## config.mk

```make
export PLATFORM = sky130hd
export DESIGN_NAME = user_io_port
export DESIGN_NICKNAME = d
export VERILOG_FILES = /design/src/rtl/user_io_port.sv
export SDC_FILE = /design/constraint.sdc
export NUM_CORES = 1
export LEC_CHECK = 0
export BUFFER_PORTS_ARGS = -buffer_cell sky130_fd_sc_hd__buf_2
export CELL_PAD_IN_SITES_DETAIL_PLACEMENT = 1
export CELL_PAD_IN_SITES_GLOBAL_PLACEMENT = 1
export CORE_MARGIN = 4
export CORE_UTILIZATION = 42
export DETAILED_ROUTE_END_ITERATION = 8
export HOLD_SLACK_MARGIN = 0.15
export PLACE_DENSITY = 0.94
export SLEW_MARGIN = 20
export SYNTH_ARGS = -nofsm -noshare
export SYNTH_HDL_FRONTEND = slang
export SYNTH_SLANG_ARGS = --single-unit
```

## constraint.sdc

```tcl
create_clock -name clk -period 3.85 [get_ports clk]
set_input_delay 0.1925 -clock clk [delete_from_list [all_inputs] [get_ports clk]]
set_output_delay 0.1925 -clock clk [all_outputs]
set_load 0.02 [all_outputs]
```

## src/rtl/user_io_port.sv

```systemverilog
// user_io_port: CPU <-> human interface handshake port.
// Input path: 4-phase request/acknowledge with a blinking "waiting" LED,
// capturing the switches on a key press. Output path: a held display value
// with a valid flag set by the first write.
module user_io_port #(
  parameter int WIDTH        = 8,
  parameter int BLINK_PERIOD = 12_500_000
) (
  input  logic             clk,
  input  logic             reset,
  input  logic             btn_pulse,
  input  logic [WIDTH-1:0] sw,
  input  logic             in_req,
  output logic [WIDTH-1:0] in_data,
  output logic             in_ack,
  input  logic             out_we,
  input  logic [WIDTH-1:0] out_wdata,
  output logic [WIDTH-1:0] out_reg,
  output logic             out_valid,
  output logic             wait_led
);

  localparam int CW = (BLINK_PERIOD > 2) ? $clog2(BLINK_PERIOD) : 1;
  localparam logic [CW-1:0] CNT_MAX = CW'(BLINK_PERIOD - 1);

  typedef enum logic [1:0] {
    S_IDLE    = 2'd0,
    S_WAIT    = 2'd1,
    S_ACK     = 2'd2,
    S_RELEASE = 2'd3
  } state_t;

  state_t          state_q, state_d;
  logic [CW-1:0]   cnt_q, cnt_d;
  logic [WIDTH-1:0] in_data_q, in_data_d;
  logic            in_ack_q, in_ack_d;
  logic [WIDTH-1:0] out_reg_q, out_reg_d;
  logic            out_valid_q, out_valid_d;
  logic            wait_led_q, wait_led_d;

  // Next-state logic: handshake FSM with blink timer, plus the independent output path.
  always_comb begin
    state_d     = state_q;
    cnt_d       = '0;
    in_data_d   = in_data_q;
    in_ack_d    = 1'b0;
    wait_led_d  = 1'b0;
    out_reg_d   = out_reg_q;
    out_valid_d = out_valid_q;

    case (state_q)
      S_IDLE: begin
        if (in_req) begin
          state_d    = S_WAIT;
          wait_led_d = 1'b1;
        end
      end
      S_WAIT: begin
        // Abort has priority over a simultaneous key press.
        if (!in_req) begin
          state_d = S_IDLE;
        end else if (btn_pulse) begin
          state_d   = S_ACK;
          in_data_d = sw;
          in_ack_d  = 1'b1;
        end else if (cnt_q == CNT_MAX) begin
          cnt_d      = '0;
          wait_led_d = ~wait_led_q;
        end else begin
          cnt_d      = cnt_q + 1'b1;
          wait_led_d = wait_led_q;
        end
      end
      S_ACK: begin
        state_d = S_RELEASE;
      end
      S_RELEASE: begin
        // A held request must drop before another capture can happen.
        if (!in_req) state_d = S_IDLE;
      end
      default: state_d = S_IDLE;
    endcase

    if (out_we) begin
      out_reg_d   = out_wdata;
      out_valid_d = 1'b1;
    end
  end

  // State and registered outputs; reset wins over every other input.
  always_ff @(posedge clk) begin
    if (reset) begin
      state_q     <= S_IDLE;
      cnt_q       <= '0;
      in_data_q   <= '0;
      in_ack_q    <= 1'b0;
      out_reg_q   <= '0;
      out_valid_q <= 1'b0;
      wait_led_q  <= 1'b0;
    end else begin
      state_q     <= state_d;
      cnt_q       <= cnt_d;
      in_data_q   <= in_data_d;
      in_ack_q    <= in_ack_d;
      out_reg_q   <= out_reg_d;
      out_valid_q <= out_valid_d;
      wait_led_q  <= wait_led_d;
    end
  end

  assign in_data   = in_data_q;
  assign in_ack    = in_ack_q;
  assign out_reg   = out_reg_q;
  assign out_valid = out_valid_q;
  assign wait_led  = wait_led_q;

endmodule

```

# Word level (Yosys, flattened, before mapping)
# Index checks and enable logic that the tools add are counted.
# Widths: inputs -> output; s select.
# totals
wordCells	35
output_inout_bits	19
input_bits	21
reg_bits	45
# classes
n_mux	11
add_sub_neg	1
bitwise	3
eq_ne	8
n_reduce_logical	5
# ops
operator	n
$add 24x1->24 const B	1
$eq 24x24->1 const B	1
$mux 2	4
$pmux 2 s4	1
$reduce_and 3->1	2
$mux 1	5
$reduce_or 5->1	1
$eq 2x2->1 const B	2
$ne 2x2->1 const B	2
$ne 4x4->1 const B	1
$ne 3x3->1 const B	1
$not 1->1	3
$reduce_or 3->1	1
$eq 2x1->1 const B	1
$logic_not 2->1	1
$pmux 1 s2	1

# Logic depth before layout (Yosys ltp)
# depth
word_depth	5
ltp_mapped	6

# Worst setup path after synthesis
# OpenSTA, ideal clock, no wires.
# synth_timing
kind	flip-flop to flip-flop
from	register cnt_q[5]
to	register cnt_q[23]
path_stages_with_launch	6
period_less_slack_ns	1.790
arrival_ns	1.720
setup_ns	0.070
setup_slack_ns	2.060
required_time_ns	3.780
path_cell_list	dfxtp_1 -> buf_2 -> nand4_2 -> or4_4 -> or4_1 -> a21oi_1
# synth_between
elab_chain_len	2
elab_cells_between_ends	3
classes_between	add/sub (1); eq/ne (1); reduce/logical (1)
# synth_rtl
item	line_no	rtl
start: declaration	34	logic [CW-1:0] cnt_q, cnt_d;
start signal: assignment	102	cnt_q <= cnt_d;
parallel branches: the longest is 2 deep, another holds $add 24x1->24	-	
# Several ways; the timed one is not identified.
# A chain may end at the register's enable or synchronous reset.

# Worst setup path in the final report
# layout_timing
from	register cnt_q[6]
to	register cnt_q[23]
# The elaborated chain is that of the path after synthesis.

==> impl_metrics.tcl <==
set metrics [dict create \
    worst_r2r_endpoint "cnt_q[23]" \
    design_power_total_mw 0.844 \
    hold_end "out_reg[2]" \
    critical_path.slowest_cell "or4_4" \
    layout.core_utilization_pct 55.7 \
    dp_hpwl_um 3670 \
    worstHoldPathCells 3 \
    achievable-frequency_mhz 494 \
    critical-path-max-stage-delay_ps 640 \
    top_level_ports 40 \
    dr_pass1_iterations 4 \
    clk_path_buf_depth 2 \
    totalNegativeSetupSlack_ps 0 \
    n_fill_cell 491 \
    synth-seq-cells 45 \
    ys.warnings.count 0 \
    design.core.area_um2 4140 \
    placedCellCount 297 \
    cts-htree-levels 2 \
    antenna_cells_inserted 0 \
    post-route-period-util_pct 52.6 \
    mostFrequentLayoutCells "dfxtp_1, buf_2, nor2_1" \
    r2r_slack_ps 1820 \
    floorplan.die_area_um2 5580 \
    number_of_antenna_violations_at_the_first_check_in_global_routing 0 \
    cp_cell_sequence "nand4_2 -> or4_4 -> or4_1 -> a21oi_1" \
    mean_instance_size_in_the_synthesized_netlist_um2 8.69 \
    number_of_flip_flops_under_the_largest_register_name 24 \
    hold_start "out_wdata[2]" \
    site_rows 23 \
    layout-area-overhead-vs-synth_pct 23.4 \
    first_pass_grt_wire_length_um 8700 \
    path_buf_inv 0 \
    tightest_slew_ps 930 \
    cts-root-buf "clkbuf_8" \
    mostFrequentLayoutCell "dfxtp_1" \
    clk_pin_slew_worst_paths_ps 90 \
    grt_use_total_pct 21.1 \
    finish.net_count 288 \
    initial_util_pct 45.1 \
    path_class "flop to flop" \
    worst_ep_required_time_ps 4090 \
    totalWireLength_um 5510 \
    synthCells 215 \
    status "finished, final reports clean" \
    fin_crit_ps 2030 \
    antenna_violating_nets_post_route 0 \
    numCtsBuffers 5 \
    hold_violations 0 \
    tritoncts_clock_tree "built" \
    post-cts-setup-buffer-count 0 \
    area_of_the_mapped_netlist_um2 1870 \
    post_cts_resized 0 \
    post_synth_top_area_share_pct 48.2 \
    synth_fp_nets 237 \
    yosysSeqAreaShare_pct 48.2 \
    drive_gt1_share_pct 19.5 \
    arrival_time_of_data_at_the_critical_path_endpoint_ps 2260 \
    finClkSkew_ps 7.05 \
    instances_no_fill 317 \
    grt_setup_unrepaired "no" \
    number_of_cell_instances_on_the_worst_register_to_register_path 4 \
    first_global_vias 1843 \
    synth_top_cell_by_area "dfxtp_1" \
    report.final.slew_viol_count 0 \
    crit-reg2reg-launch "cnt_q[6]" \
    hp-class "input pin to flop" \
    grt.overflow.total 0 \
    cts_sinks 45 \
    avgRoutedWirePerCell_um 17.4 \
    gpl.final_weighted_congestion 0.733 \
    vdd.ir_drop.worst_v 0.000228 \
    clk_latency_ps 300 \
    setup-violations-final 0 \
    yosys-top-cells-area "dfxtp_1, a21oi_1, nor2_1" \
    power_density_nw_per_um2 366 \
    path_delay_family "simple AND/OR/NAND/NOR gates" \
    drt_drc_violations_left 0 \
    critical_path_cell_count 4 \
    die_width_um 74.7 \
    relSlewSlack_pct 37.5 \
    start_kind "flop" \
    timing.critical_path.fanout_max 13 \
    portBuffers 39 \
    yosys.cell_types.count 33 \
    viasPerCell 5.60 \
    critical_path.endpoint_type "flop" \
    grt_start_max_net_pins 25 \
    timing.max_cap.violations 0 \
    final.hold.worst_slack_ps 135 \
    drtIter0Drc 78 \
    total_leakage_power_nw 0.850 \
    detailroute.via_count 1774 \
    die_height_um 74.7 \
]
-- what timing repair did --
item | in CTS | in global routing
hold buffers | 12 | 0
setup endpoints to repair | 0 | 0
endpoints found under the hold margin | 12 | 0
-- Yosys cell counts --
| library cell | number |
|---|---|
| dfxtp_1 | 45 |
| nor2_1 | 27 |
| nand2_1 | 25 |
| a21oi_1 | 22 |
| nand3_1 | 9 |
| mux2i_1 | 8 |
| o21ai_0 | 7 |
| or3_1 | 7 |
| clkbuf_1 | 6 |
| nand4_1 | 6 |
| xnor2_1 | 6 |
| nor3_1 | 5 |
| or4_1 | 5 |
| xor2_1 | 5 |
| inv_1 | 4 |
| o31ai_1 | 4 |
| and2_1 | 3 |
| and4_1 | 3 |
| nor2b_1 | 2 |
| nor3b_1 | 2 |
| or3b_2 | 2 |
| a211o_1 | 1 |
| buf_2 | 1 |
| buf_4 | 1 |
| ha_1 | 1 |
| nand3_2 | 1 |
| nand4_2 | 1 |
| nor4_1 | 1 |
| nor4b_1 | 1 |
| nor4bb_1 | 1 |
| o21a_1 | 1 |
| o21ai_1 | 1 |
| or4_4 | 1 |
-- cell type report --
| type | instances | area, µm² | share of cell area [%] |
|---|---|---|---|
| Timing Repair Buffer | 52 | 323 | 14.0 |
| Multi-Input combinational cell | 158 | 918 | 39.8 |
| Sequential cell | 45 | 901 | 39.0 |
| Tap cell | 50 | 62.6 | 2.71 |
| Clock buffer | 6 | 72.6 | 3.15 |
| Inverter | 4 | 15.0 | 0.651 |
| Clock inverter | 2 | 15.0 | 0.651 |
-- through the flow --
step	area (µm²)	setup WS [ps]
after floorplan	1870	2060
after global placement	2100	1950
after detailed placement	2100	1850
after CTS	2310	1830
after global routing	2310	1700
final	2310	1820
-- layer usage --
metal	part of all wire, %	GRT usage [%]	vias up
li1	-	-	856
met1	40	22.9	854
met2	52	37.8	49
met3	4.0	5.21	15
met4	3.3	10.9	0
met5	0	0	-
-- worst min-delay path, cell delays in order --
cell,delay [ps]
buf_2,80
mux2i_1,60
nor2_1,80
-- cells by family (layout without fill, tap and decap cells) --
logic type                 after synthesis  in the layout  synth area share, %
buffers and inverters                   12             64                 2.68
muxes                                    8              8                 4.28
and+or+nand+nor                        102            102                 28.5
AOI/OAI and AO/OA                       36             36                 10.5
DFF                                     45             45                 48.2
xor gates and xnor gates                11             11                 5.15
adders and majority gates                1              1                0.669
-- power by group --
part           internal, mW  switching (mW)  total, mW
clock network         0.128           0.166      0.294
logic                0.0313          0.0377     0.0691
registers             0.475         0.00615      0.481
-- worst max-delay path by stage --
stage | startpoint | end | slack [ps]
5_1_grt | cnt_q[0] | cnt_q[18] | 1700
2_1_floorplan | cnt_q[5] | cnt_q[23] | 2060
3_3_place_gp | cnt_q[5] | cnt_q[23] | 1950
6_report | cnt_q[6] | cnt_q[23] | 1820
3_5_place_dp | cnt_q[0] | cnt_q[18] | 1850
4_1_cts | cnt_q[0] | cnt_q[18] | 1830
No activity file was read; power rests on OpenSTA's default activity.
